==> src/rtl/rs_gf16_pkg.sv <==
// GF(16) constants and constant-multiply helper for the RS(15,11) decoder front end.
// Field polynomial x^4+x+1; ALPHA_POW[i] holds alpha^i in polynomial basis.
package rs_gf16_pkg;

   localparam int SYM_W  = 4;
   localparam int N_FULL = 15;
   localparam int K      = 11;
   localparam int NROOTS = 4;
   localparam logic [4:0] GF_POLY = 5'b10011;

   // Packed so that element 0 is the least significant nibble (alpha^0 = 1).
   localparam logic [14:0][3:0] ALPHA_POW = {
      4'h9, 4'hd, 4'hf, 4'he, 4'h7, 4'ha, 4'h5, 4'hb,
      4'hc, 4'h6, 4'h3, 4'h8, 4'h4, 4'h2, 4'h1
   };

   typedef enum logic {
      ST_IDLE  = 1'b0,
      ST_ACCUM = 1'b1
   } synd_state_e;

   // Shift-and-add product of sym with the constant alpha^exp.
   function automatic logic [3:0] gf_mul_const(input logic [3:0] sym, input int exp);
      logic [3:0] a;
      logic [3:0] b;
      logic [3:0] p;
      a = sym;
      b = ALPHA_POW[4'(exp % 15)];
      p = 4'h0;
      for (int i = 0; i < SYM_W; i++) begin
         if (b[i]) p = p ^ a;
         a = a[3] ? ({a[2:0], 1'b0} ^ GF_POLY[3:0]) : {a[2:0], 1'b0};
      end
      return p;
   endfunction

endpackage

==> src/rtl/gf16_mult_const.sv <==
// Combinational GF(16) multiply of a symbol by the fixed constant alpha^EXP.
module gf16_mult_const
   import rs_gf16_pkg::*;
#(
   parameter int EXP = 1
) (
   input  logic [3:0] i_sym,
   output logic [3:0] o_prod
);

   assign o_prod = gf_mul_const(i_sym, EXP);

endmodule

==> src/rtl/rs_syndrome_calc.sv <==
// Serial Horner syndrome calculator for RS(15,11) over GF(16), one symbol per cycle, r14 first.
// Optional RS_SYND_ERRFLAG_EN adds OUT_ERR, set when any syndrome bit is nonzero.
module rs_syndrome_calc
   import rs_gf16_pkg::*;
#(
   parameter int N   = 15,
   parameter int FCR = 1
) (
   input  logic       CLK,
   input  logic       RST_N,
   input  logic       IN_VALID,
   input  logic       IN_SOB,
   input  logic [3:0] IN_SYM,
   output logic       OUT_VALID,
   output logic [3:0] OUT_S1,
   output logic [3:0] OUT_S2,
   output logic [3:0] OUT_S3,
   output logic [3:0] OUT_S4
`ifdef RS_SYND_ERRFLAG_EN
   ,
   output logic       OUT_ERR
`endif
);

   synd_state_e r_state;
   synd_state_e w_state_nxt;
   logic [3:0]  r_cnt;
   logic [3:0]  w_cnt_nxt;
   logic [3:0]  r_acc      [NROOTS];
   logic [3:0]  w_acc_nxt  [NROOTS];
   logic [3:0]  w_acc_mul  [NROOTS];
   logic [3:0]  w_step     [NROOTS];
   logic [3:0]  r_synd     [NROOTS];
   logic [3:0]  w_synd_nxt [NROOTS];
   logic        r_valid;
   logic        w_valid_nxt;
   logic        w_first;
   logic        w_last;

   genvar g;
   generate
      for (g = 0; g < NROOTS; g++) begin : g_root
         gf16_mult_const #(.EXP((FCR + g) % 15)) u_mul (
            .i_sym  (r_acc[g]),
            .o_prod (w_acc_mul[g])
         );
         assign w_step[g] = w_acc_mul[g] ^ IN_SYM;
      end
   endgenerate

   // A start-of-block marker always wins, so a restart never completes the old block.
   assign w_first = (r_state == ST_IDLE) || IN_SOB;
   assign w_last  = (r_cnt == 4'(N - 1));

   always_comb begin
      w_state_nxt = r_state;
      w_cnt_nxt   = r_cnt;
      w_acc_nxt   = r_acc;
      w_synd_nxt  = r_synd;
      w_valid_nxt = 1'b0;
      if (IN_VALID) begin
         if (w_first) begin
            for (int j = 0; j < NROOTS; j++) w_acc_nxt[j] = IN_SYM;
            w_cnt_nxt   = 4'd1;
            w_state_nxt = ST_ACCUM;
         end else if (w_last) begin
            for (int j = 0; j < NROOTS; j++) begin
               w_synd_nxt[j] = w_step[j];
               w_acc_nxt[j]  = 4'h0;
            end
            w_valid_nxt = 1'b1;
            w_cnt_nxt   = 4'd0;
            w_state_nxt = ST_IDLE;
         end else begin
            w_acc_nxt = w_step;
            w_cnt_nxt = r_cnt + 4'd1;
         end
      end
   end

   always_ff @(posedge CLK or negedge RST_N) begin
      if (!RST_N) begin
         r_state <= ST_IDLE;
         r_cnt   <= 4'd0;
         r_valid <= 1'b0;
         for (int j = 0; j < NROOTS; j++) begin
            r_acc[j]  <= 4'h0;
            r_synd[j] <= 4'h0;
         end
      end else begin
         r_state <= w_state_nxt;
         r_cnt   <= w_cnt_nxt;
         r_valid <= w_valid_nxt;
         r_acc   <= w_acc_nxt;
         r_synd  <= w_synd_nxt;
      end
   end

`ifdef RS_SYND_ERRFLAG_EN
   logic r_err;

   always_ff @(posedge CLK or negedge RST_N) begin
      if (!RST_N) begin
         r_err <= 1'b0;
      end else if (w_valid_nxt) begin
         r_err <= |{w_synd_nxt[0], w_synd_nxt[1], w_synd_nxt[2], w_synd_nxt[3]};
      end
   end

   assign OUT_ERR = r_err;
`endif

   assign OUT_VALID = r_valid;
   assign OUT_S1    = r_synd[0];
   assign OUT_S2    = r_synd[1];
   assign OUT_S3    = r_synd[2];
   assign OUT_S4    = r_synd[3];

endmodule

==> config.mk <==
export PLATFORM = sky130hd
export DESIGN_NAME = rs_syndrome_calc
export DESIGN_NICKNAME = d
export VERILOG_FILES = /design/src/rtl/rs_gf16_pkg.sv /design/src/rtl/gf16_mult_const.sv /design/src/rtl/rs_syndrome_calc.sv
export SDC_FILE = /design/constraint.sdc
export NUM_CORES = 1
export LEC_CHECK = 0
export ABC_AREA = 0
export CORE_UTILIZATION = 50
export CTS_CLUSTER_DIAMETER = 30
export DETAILED_ROUTE_END_ITERATION = 8
export PLACE_DENSITY = 0.84
export SETUP_SLACK_MARGIN = 0.15
export SLEW_MARGIN = 20
export SYNTH_ARGS = -nofsm -noshare
export SYNTH_HDL_FRONTEND = slang
export SYNTH_SLANG_ARGS = --single-unit
==> constraint.sdc <==
create_clock -name CLK -period 4.6 [get_ports CLK]
set_input_delay 1.15 -clock CLK [delete_from_list [all_inputs] [get_ports CLK]]
set_output_delay 1.15 -clock CLK [all_outputs]
set_load 0.01 [all_outputs]
==> impl_metrics.tcl, run 1 <==
set metrics [dict create \
    pwr-share-clk 0.310 \
    leakagePower_uw 0.001071 \
    p_int_uw 786.3 \
    pin_count 25 \
    cts_tree "yes" \
    die-height_um 68.44 \
    powerDensity_nw_per_um2 451.9 \
    setup_violations 0 \
    synthAdderAreaFrac 0.01134 \
    root_buffer "clkbuf_8" \
    muxShareOfSynthArea 0.03401 \
    cts_setup_buffers 0 \
    grt-ovfl-total 0 \
    dieArea_um2 4684 \
    dp.cells 301 \
    diodes 0 \
    clk_path_buf_depth 2 \
    wirelength_um 4315 \
    comb_power_share 0.293 \
    ant_nets 0 \
    rsz0062_at_grt "no" \
    fin_setup_tns_ns 0 \
    hold_class "reg -> reg" \
    r2r-start "r_cnt[0]" \
    antenna_found_initial 0 \
    outcome "finished, final reports clean" \
    cp.required_ns 4.75 \
    core_area_um2 4115 \
    fmax_mhz 346.2 \
    grt_usage 0.2178 \
    drtIter0Drc 85 \
    num_vias 1712 \
    post-route-period-util 0.6279 \
    yosys.area_share.simple 0.1689 \
    synth_area_leaders "dfrtp_1 43%, xnor2_1 6.3%, nand2_1 5.3%" \
    path_class "in -> reg" \
    holdBufCountCts 0 \
    hold_start "OUT_S3[0]" \
    grt_pass1_vias 1578 \
    critPathCaptureType "flop" \
    initial_utilization 0.5363 \
    hold_viol_final 0 \
    via_per_inst 5.540 \
    p_sw_frac 0.3159 \
    yosysTopAreaCell "dfrtp_1" \
    die_x_um 68.44 \
    timing.final.crit_period_ns 2.888 \
    cts_resized 0 \
    grt_pass1_wl_um 7334 \
    final_cells 309 \
    synthesis.area_um2 2207 \
    synth_cells 249 \
    ys_types 35 \
    avgSynthCellArea_um2 8.864 \
    nNetsFinal 268 \
    synth_top_family_by_area "compound AO/OA/AOI/OAI gates" \
    cp-start-kind "primary input" \
    wl_per_cell_um 13.96 \
    grt_max_degree 47 \
    dp_hpwl_um 2809 \
    max-slew-margin-rel 0.3452 \
    synth_fp_nets 259 \
    drv_slew 0 \
    worstMarginPinSlew_ns 0.9821 \
    crit_fanout 46 \
    arrival_ns 3.04 \
    clkTransAtPathRegs_ns 0.08 \
    cts_buffers 5 \
    synth_compound_area_frac 0.1825 \
    area_delta_synth_final_pct 15.25 \
    place_congestion 0.8242 \
    clock-sinks 38 \
    crit_start "IN_VALID" \
    fillers 369 \
    firstDrtPassIters 4 \
    yosysSeqAreaShare 0.4308 \
    maxCapViolCount 0 \
    ir_worst_vdd_v 0.0002627 \
    clock_latency_ns 0.30 \
    h-tree-depth 2 \
    io_buffers 24 \
    switchingPower_uw 363.2 \
    p_seq_frac 0.397 \
    std_cell_rows 23 \
    ys_seq_elements 38 \
    drc 0 \
    synth.top_cell.area_share 0.4308 \
    fin_skew_ns 0.005197 \
    synth-xor-area-share 0.1066 \
    drive_gt1_frac 0.06564 \
    yosysWarningCount 0 \
]
-- Yosys cell counts --
cell type   n
dfrtp_1    38
nand2_1    31
o21ai_0    22
nor2_1     18
xnor2_1    16
o21ai_1    14
clkbuf_1   12
a22oi_1    10
inv_1       9
xor2_1      9
buf_2       8
o221ai_1    7
nand3b_1    6
a31oi_1     5
nand2b_1    5
nand3_1     5
nor2b_1     5
a21oi_1     4
mux2_2      4
mux2i_1     3
a21o_1      2
ha_1        2
nor3_1      2
a31oi_2     1
and3_1      1
buf_1       1
buf_4       1
buf_8       1
nand4b_1    1
nor3_2      1
o31ai_1     1
or2_1       1
or3_1       1
or3b_1      1
xor2_2      1
-- registers in the layout (all words and copies together) (netlist names) --
name / cells
OUT_S1: 4
r_acc: 16
r_state: 1
r_cnt: 4
OUT_S2: 4
OUT_S4: 4
OUT_S3: 4
OUT_VALID: 1
-- cell usage in the layout (no fill, tap or decap), drive strengths merged, types with 3 or more instances in the layout --
cell	count
o21ai	36
mux2	4
nand3	5
nand3b	6
a31oi	6
xnor2	16
nand2	31
a21oi	4
inv	9
clkbuf	6
a22oi	10
nand2b	5
o221ai	7
nor3	3
clkdlybuf4s50	23
dfrtp	38
mux2i	3
nor2b	5
nor2	18
xor2	10
-- stage by stage --
| stage | util | instance area, um2 | setup WS, ns | power, uW | hold WS (ns) |
|---|---|---|---|---|---|
| 6_report | 0.6181 | 2544 | 1.712 | 1149 | 0.4892 |
| 2_1_floorplan | - | 2207 | 2.444 | 744.3 | 0.4849 |
| 4_1_cts | 0.6181 | 2544 | 1.724 | 1156 | 0.4980 |
| 5_1_grt | 0.6181 | 2544 | 1.433 | 1224 | 0.5245 |
| 3_3_place_gp | 0.5835 | 2401 | 1.468 | 784.0 | 0.4649 |
| 3_5_place_dp | 0.5835 | 2401 | 1.400 | 800.9 | 0.4809 |
-- logic make-up after synthesis --
| group | after synthesis |
|---|---|
| AND/OR/NAND/NOR | 78 |
| AO/OA/AOI/OAI | 66 |
| multiplexers | 7 |
| buffers and inverters | 32 |
| flip-flops | 38 |
| adder cells (fa/ha/maj) | 2 |
| XOR/XNOR | 26 |
-- power groups by stage --
stage | sequential [uW] | clock, uW | combinational (uW)
6_report | 457 | 356 | 337
5_1_grt | 466 | 378 | 379
3_3_place_gp | 459 | 0 | 325
4_1_cts | 456 | 361 | 339
2_1_floorplan | 408 | 0 | 336
3_5_place_dp | 463 | 0 | 338
-- critical path: stages --
cell             delay, ns
clkdlybuf4s50_1       0.45
buf_4                 0.38
nand4b_1              0.16
or2_1                 0.59
nand2_1               0.19
o21ai_0               0.09
-- per-layer routing --
| layer | GRT usage | routed length [um] | vias to the layer above |
|---|---|---|---|
| met4 | 0.1198 | 90 | 0 |
| met1 | 0.2927 | 2130 | 797 |
| met2 | 0.3260 | 1934 | 39 |
| li1 | - | - | 867 |
| met5 | 0 | 0 | - |
| met3 | 0.04167 | 159 | 9 |
-- area by class of cell --
| cell class | count | area, um2 | share of cell area |
|---|---|---|---|
| Clock buffer | 6 | 82.58 | 0.03246 |
| Clock inverter | 2 | 60.06 | 0.02361 |
| Inverter | 9 | 33.78 | 0.01328 |
| Multi-Input combinational cell | 179 | 1111 | 0.4368 |
| Sequential cell | 38 | 950.9 | 0.3738 |
| Tap cell | 50 | 62.56 | 0.02459 |
| Timing Repair Buffer | 25 | 242.7 | 0.09543 |
-- path summary, 6_finish.rpt --
check	end	slack, ns	cells after the start
hold / removal	OUT_S3[0]	0.49	2
setup / recovery	OUT_S4[1]	1.71	6
min in group asynchronous	OUT_S1[0]	0.95	1
hold reg to reg	OUT_S3[0]	0.49	2
setup reg to reg	r_acc[12]	2.54	6
max in group asynchronous	r_cnt[2]	3.12	1
Note: power is estimated with default switching activity, not from simulation.
==> run 2: changes to the inputs <==
- PLACE_DENSITY: 0.84 -> 0.87
- clock period: 4.6 -> 2.5 ns (I/O delays scaled with it)
==> run 2 against run 1 <==
Compared with the run above:
- wire length rose by 5.6%
- non-clock buffer count is 6 higher
- total power grew 85%
- global-route usage rose by 0.075 points
- sequential power rose by 85%
- final cell count up 1.9%
- critical path type unchanged
- utilization rose by 1.4 points
==> impl_metrics.tcl, run 2 (synthesis gave the netlist of run 1 again) <==
set metrics [dict create \
    dp_hpwl_um 3038 \
    clock-sinks 38 \
    pin_count 25 \
    crit_start "IN_VALID" \
    via_per_inst 5.822 \
    hold_viol_final 0 \
    clock_latency_ns 0.29 \
    layout_commonest_cell "dfrtp_1" \
    initial_utilization 0.5363 \
    h-tree-depth 2 \
    area_delta_synth_final_pct 17.86 \
    fmax_mhz 500.0 \
    grt_max_degree 47 \
    reg2reg_depth 6 \
    outcome "finished, final reports clean" \
    grt_pass1_wl_um 7465 \
    clkTransAtPathRegs_ns 0.07 \
    grt_usage 0.2185 \
    final_core_util 0.6321 \
    max-slew-margin-rel 0.4341 \
    die_x_um 68.44 \
    place_congestion 0.8475 \
    cts_resized 0 \
    drive_gt1_frac 0.08679 \
    cp.required_ns 2.68 \
    cts_setup_buffers 0 \
    root_buffer "clkbuf_8" \
    grt_pass1_vias 1658 \
    clk_path_buf_depth 2 \
    ir_worst_vdd_v 0.0003297 \
    timing.final.crit_period_ns 2.000 \
    diodes 0 \
    cp-start-kind "primary input" \
    die-height_um 68.44 \
    final_cells 315 \
    layout_common_cells "38 x dfrtp_1, 31 x nand2_1, 23 x clkdlybuf4s50_1, 22 x o21ai_0, 18 x nor2_1" \
    nNetsFinal 274 \
    largest_reg_flops 16 \
    critPathCaptureType "flop" \
    fin_setup_tns_ns 0 \
    crit_end "OUT_S1[1]" \
    crit_fanout 46 \
    r2r-start "r_cnt[0]" \
    firstDrtPassIters 4 \
    leakagePower_uw 0.001104 \
    wl_per_cell_um 14.47 \
    fillers 328 \
    std_cell_rows 23 \
    post-route-period-util 0.7999 \
    worstMarginPinSlew_ns 0.8489 \
    cts_buffers 5 \
    fin_skew_ns 0.002525 \
    dp.cells 307 \
    maxCapViolCount 0 \
    drv_slew 0 \
    setup_violations 0 \
    holdBufCountCts 0 \
    rsz0062_at_grt "no" \
    cts_tree "yes" \
    grt-ovfl-total 0 \
    antenna_found_initial 0 \
    reg2reg_to "r_cnt[1]" \
    powerDensity_nw_per_um2 818.4 \
    wirelength_um 4558 \
    arrival_ns 2.18 \
    drc 0 \
    drtIter0Drc 153 \
    rrSetupSlack_ns 0.67 \
    io_buffers 24 \
    core_area_um2 4115 \
    max_flop_register "r_acc" \
    num_vias 1834 \
    dieArea_um2 4684 \
    hold_class "in -> async" \
    path_class "in -> reg" \
    ant_nets 0 \
]
-- run 2: worst max-delay path, stage by stage --
cell	delay (ns)
clkdlybuf4s50_1	0.50
buf_12	0.22
nand4b_1	0.14
or2_1	0.27
buf_4	0.23
nand2_1	0.11
o21ai_1	0.06
-- run 2: worst min-delay path by stage --
stage,startpoint,end,slack [ns]
CTS,RST_N,OUT_S2[0],0.46
floorplan,RST_N,OUT_S1[0],0.33
global route,RST_N,OUT_S2[3],0.50
detailed placement,OUT_S2[3],OUT_S2[3],0.48
finish,RST_N,OUT_S1[1],0.43
global placement,OUT_S4[0],OUT_S4[0],0.47
-- run 2: per-layer routing --
| layer | routed length (um) | GRT usage | vias up |
|---|---|---|---|
| met2 | 2141 | 0.3431 | 59 |
| li1 | - | - | 879 |
| met1 | 2056 | 0.2801 | 885 |
| met5 | 0 | 0 | - |
| met3 | 241 | 0.04000 | 11 |
| met4 | 119 | 0.1224 | 0 |
-- run 2: layout make-up --
class,count,area [um2],share of cell area
inverter,9,33.78,0.01299
multi-input combinational,179,1111,0.4271
tap,50,62.56,0.02405
sequential,38,950.9,0.3656
clock inverter,2,60.06,0.02309
timing repair buffer,31,300.3,0.1154
clock buffer,6,82.58,0.03175
-- run 2: stage by stage --
stage / cell area (um2) / setup slack [ns] / hold WS (ns) / power (uW)
floorplan: 2207 / 0.8695 / 0.3294 / 1370
global placement: 2459 / 0.2537 / 0.4667 / 1450
detailed placement: 2459 / 0.2144 / 0.4752 / 1477
CTS: 2601 / 0.5264 / 0.4600 / 2132
global route: 2601 / 0.3620 / 0.4971 / 2249
finish: 2601 / 0.5002 / 0.4341 / 2129
-- run 2: where the power goes --
group          internal, uW  total (uW)  switching [uW]
logic                   335         631             296
registers               693         847             154
clock network           426         651             225
total                  1450        2130             676
==> run 3: changes to the inputs <==
- PLACE_DENSITY: 0.87 -> 0.84
- clock period: 2.5 -> 1.9 ns (I/O delays scaled with it)
==> run 3 against run 2 <==
Compared with the run above:
- clock power increased by 31%
- sequential share of layout area decreased by 1.6 points
- die area unchanged
- critical path depth decreased by 6
- wire length increased by 1.9%
- sequential cell count unchanged
- final area increased by 4.5%
- largest cell class unchanged
==> impl_metrics.tcl, run 3 (synthesis gave the netlist of run 1 again) <==
set metrics [dict create \
    drtIter0Drc 100 \
    wl_per_cell_um 14.20 \
    ir_worst_vdd_v 0.0005513 \
    grt-ovfl-total 0 \
    place_congestion 0.8340 \
    clock-sinks 38 \
    timing.critical_path.buf_inv 1 \
    setup_violations 0 \
    root_buffer "clkbuf_8" \
    path_class "reg -> out" \
    clk_path_buf_depth 2 \
    max_flop_register "r_acc" \
    critPathTopFamily "buffers and inverters" \
    initial_utilization 0.5363 \
    firstDrtPassIters 4 \
    clkTransAtPathRegs_ns 0.07 \
    fin_hold_ws_ns 0.1155 \
    comb_power_share 0.315 \
    layout_commonest_cell "dfrtp_1" \
    fin_skew_ns 0.005380 \
    diodes 0 \
    maxCapViolCount 0 \
    cp-start-kind "flop" \
    reg2reg_to "r_cnt[2]" \
    post-route-period-util 0.8759 \
    cts_tree "yes" \
    nNetsFinal 286 \
    wirelength_um 4645 \
    dieArea_um2 4684 \
    cts_buffers 5 \
    p_sw_frac 0.3158 \
    hold_class "in -> async" \
    powerDensity_nw_per_um2 1047 \
    max-slew-margin-rel 0.7102 \
    outcome "finished, final reports clean" \
    drc 0 \
    fillers 347 \
    grt_max_degree 33 \
    p_int_uw 1946 \
    multi_input_area_um2 1121 \
    die_x_um 68.44 \
    grt_usage 0.2234 \
    ant_nets 0 \
    switchingPower_uw 898.4 \
    final_core_util 0.6604 \
    drive_gt1_frac 0.1336 \
    h-tree-depth 2 \
    reg2reg_depth 6 \
    dp.cells 319 \
    clock_latency_ns 0.29 \
    cts_setup_buffers 0 \
    die-height_um 68.44 \
    crit_path_cell_trace "clkdlybuf4s50_1" \
    hold_viol_final 0 \
    r2r-start "r_cnt[1]" \
    io_buffers 24 \
    rsz0062_at_grt "yes" \
    layout_common_cells "38 x dfrtp_1, 31 x nand2_1, 23 x clkdlybuf4s50_1, 22 x o21ai_0, 17 x nor2_1" \
    critPathCaptureType "output port" \
    area_delta_synth_final_pct 23.13 \
    fmax_mhz 600.9 \
    arrival_ns 1.19 \
    via_per_inst 5.477 \
    regArea_um2 950.9 \
    std_cell_rows 23 \
    dp_hpwl_um 3474 \
    final_cells 327 \
    core_area_um2 4115 \
    antenna_found_initial 0 \
    rrSetupSlack_ns 0.27 \
    grt_pass1_vias 1639 \
    p_seq_frac 0.385 \
    drv_slew 0 \
    leakagePower_uw 0.001172 \
    critPathMaxStageDelay_ns 0.54 \
    cpMaxStageDelayCell "clkdlybuf4s50_1" \
    cp.required_ns 1.42 \
    largest_reg_flops 16 \
    timing.final.crit_period_ns 1.664 \
    num_vias 1791 \
    grt_pass1_wl_um 7555 \
    pin_count 25 \
    worstMarginPinSlew_ns 0.4315 \
    crit_fanout 2 \
    pwr-share-clk 0.299 \
]
run 3: final cells by class:
type	count	area share
multi-input cells	179	0.4125
flip-flops and latches	38	0.3499
repair buffers	43	0.1496
clock buffers	6	0.03039
well taps	50	0.02302
clock inverters	2	0.02210
inverters	9	0.01243
run 3: what timing repair did:
action,4_1_cts,5_1_grt
gates cloned,0,0
setup endpoints to repair,5,4
resized for setup,1,3
hold buffers,0,0
pin swaps,0,0
endpoints found under the hold margin,0,0
run 3: layer usage:
metal,global-route usage,vias up,wire (um)
met5,0,-,0
met4,0.06250,0,42
met2,0.3554,54,2165
li1,-,901,-
met3,0.05667,4,227
met1,0.2978,832,2209
run 3: metrics by stage:
step | total power (uW) | setup slack (ns) | instance area (um2) | TNS, ns
floorplan | 1802 | 0.3642 | 2207 | 0
global route | 3024 | 0.1474 | 2718 | 0
detailed placement | 1994 | -0.06216 | 2561 | -0.1997
finish | 2845 | 0.2358 | 2718 | 0
global placement | 1956 | 0.01582 | 2561 | 0
CTS | 2859 | 0.2052 | 2705 | 0
run 3: worst max-delay path by stage:
stage              start         to  slack [ns]  depth (start not counted)
2_1_floorplan   r_cnt[0]   r_cnt[2]        0.36                          8
6_report       OUT_S3[3]  OUT_S3[3]        0.24                          1
4_1_cts        OUT_S3[3]  OUT_S3[3]        0.21                          1
3_5_place_dp      IN_SOB  r_acc[11]       -0.06                          6
5_1_grt         r_cnt[1]   r_cnt[2]        0.15                          6
3_3_place_gp      IN_SOB  r_acc[11]        0.02                          6
run 3: power groups by stage:
stage | logic (uW) | clock network, uW | registers, uW
finish | 897 | 851 | 1100
global route | 998 | 903 | 1120
CTS | 898 | 869 | 1090
detailed placement | 887 | 0 | 1110
global placement | 855 | 0 | 1100
floorplan | 814 | 0 | 988
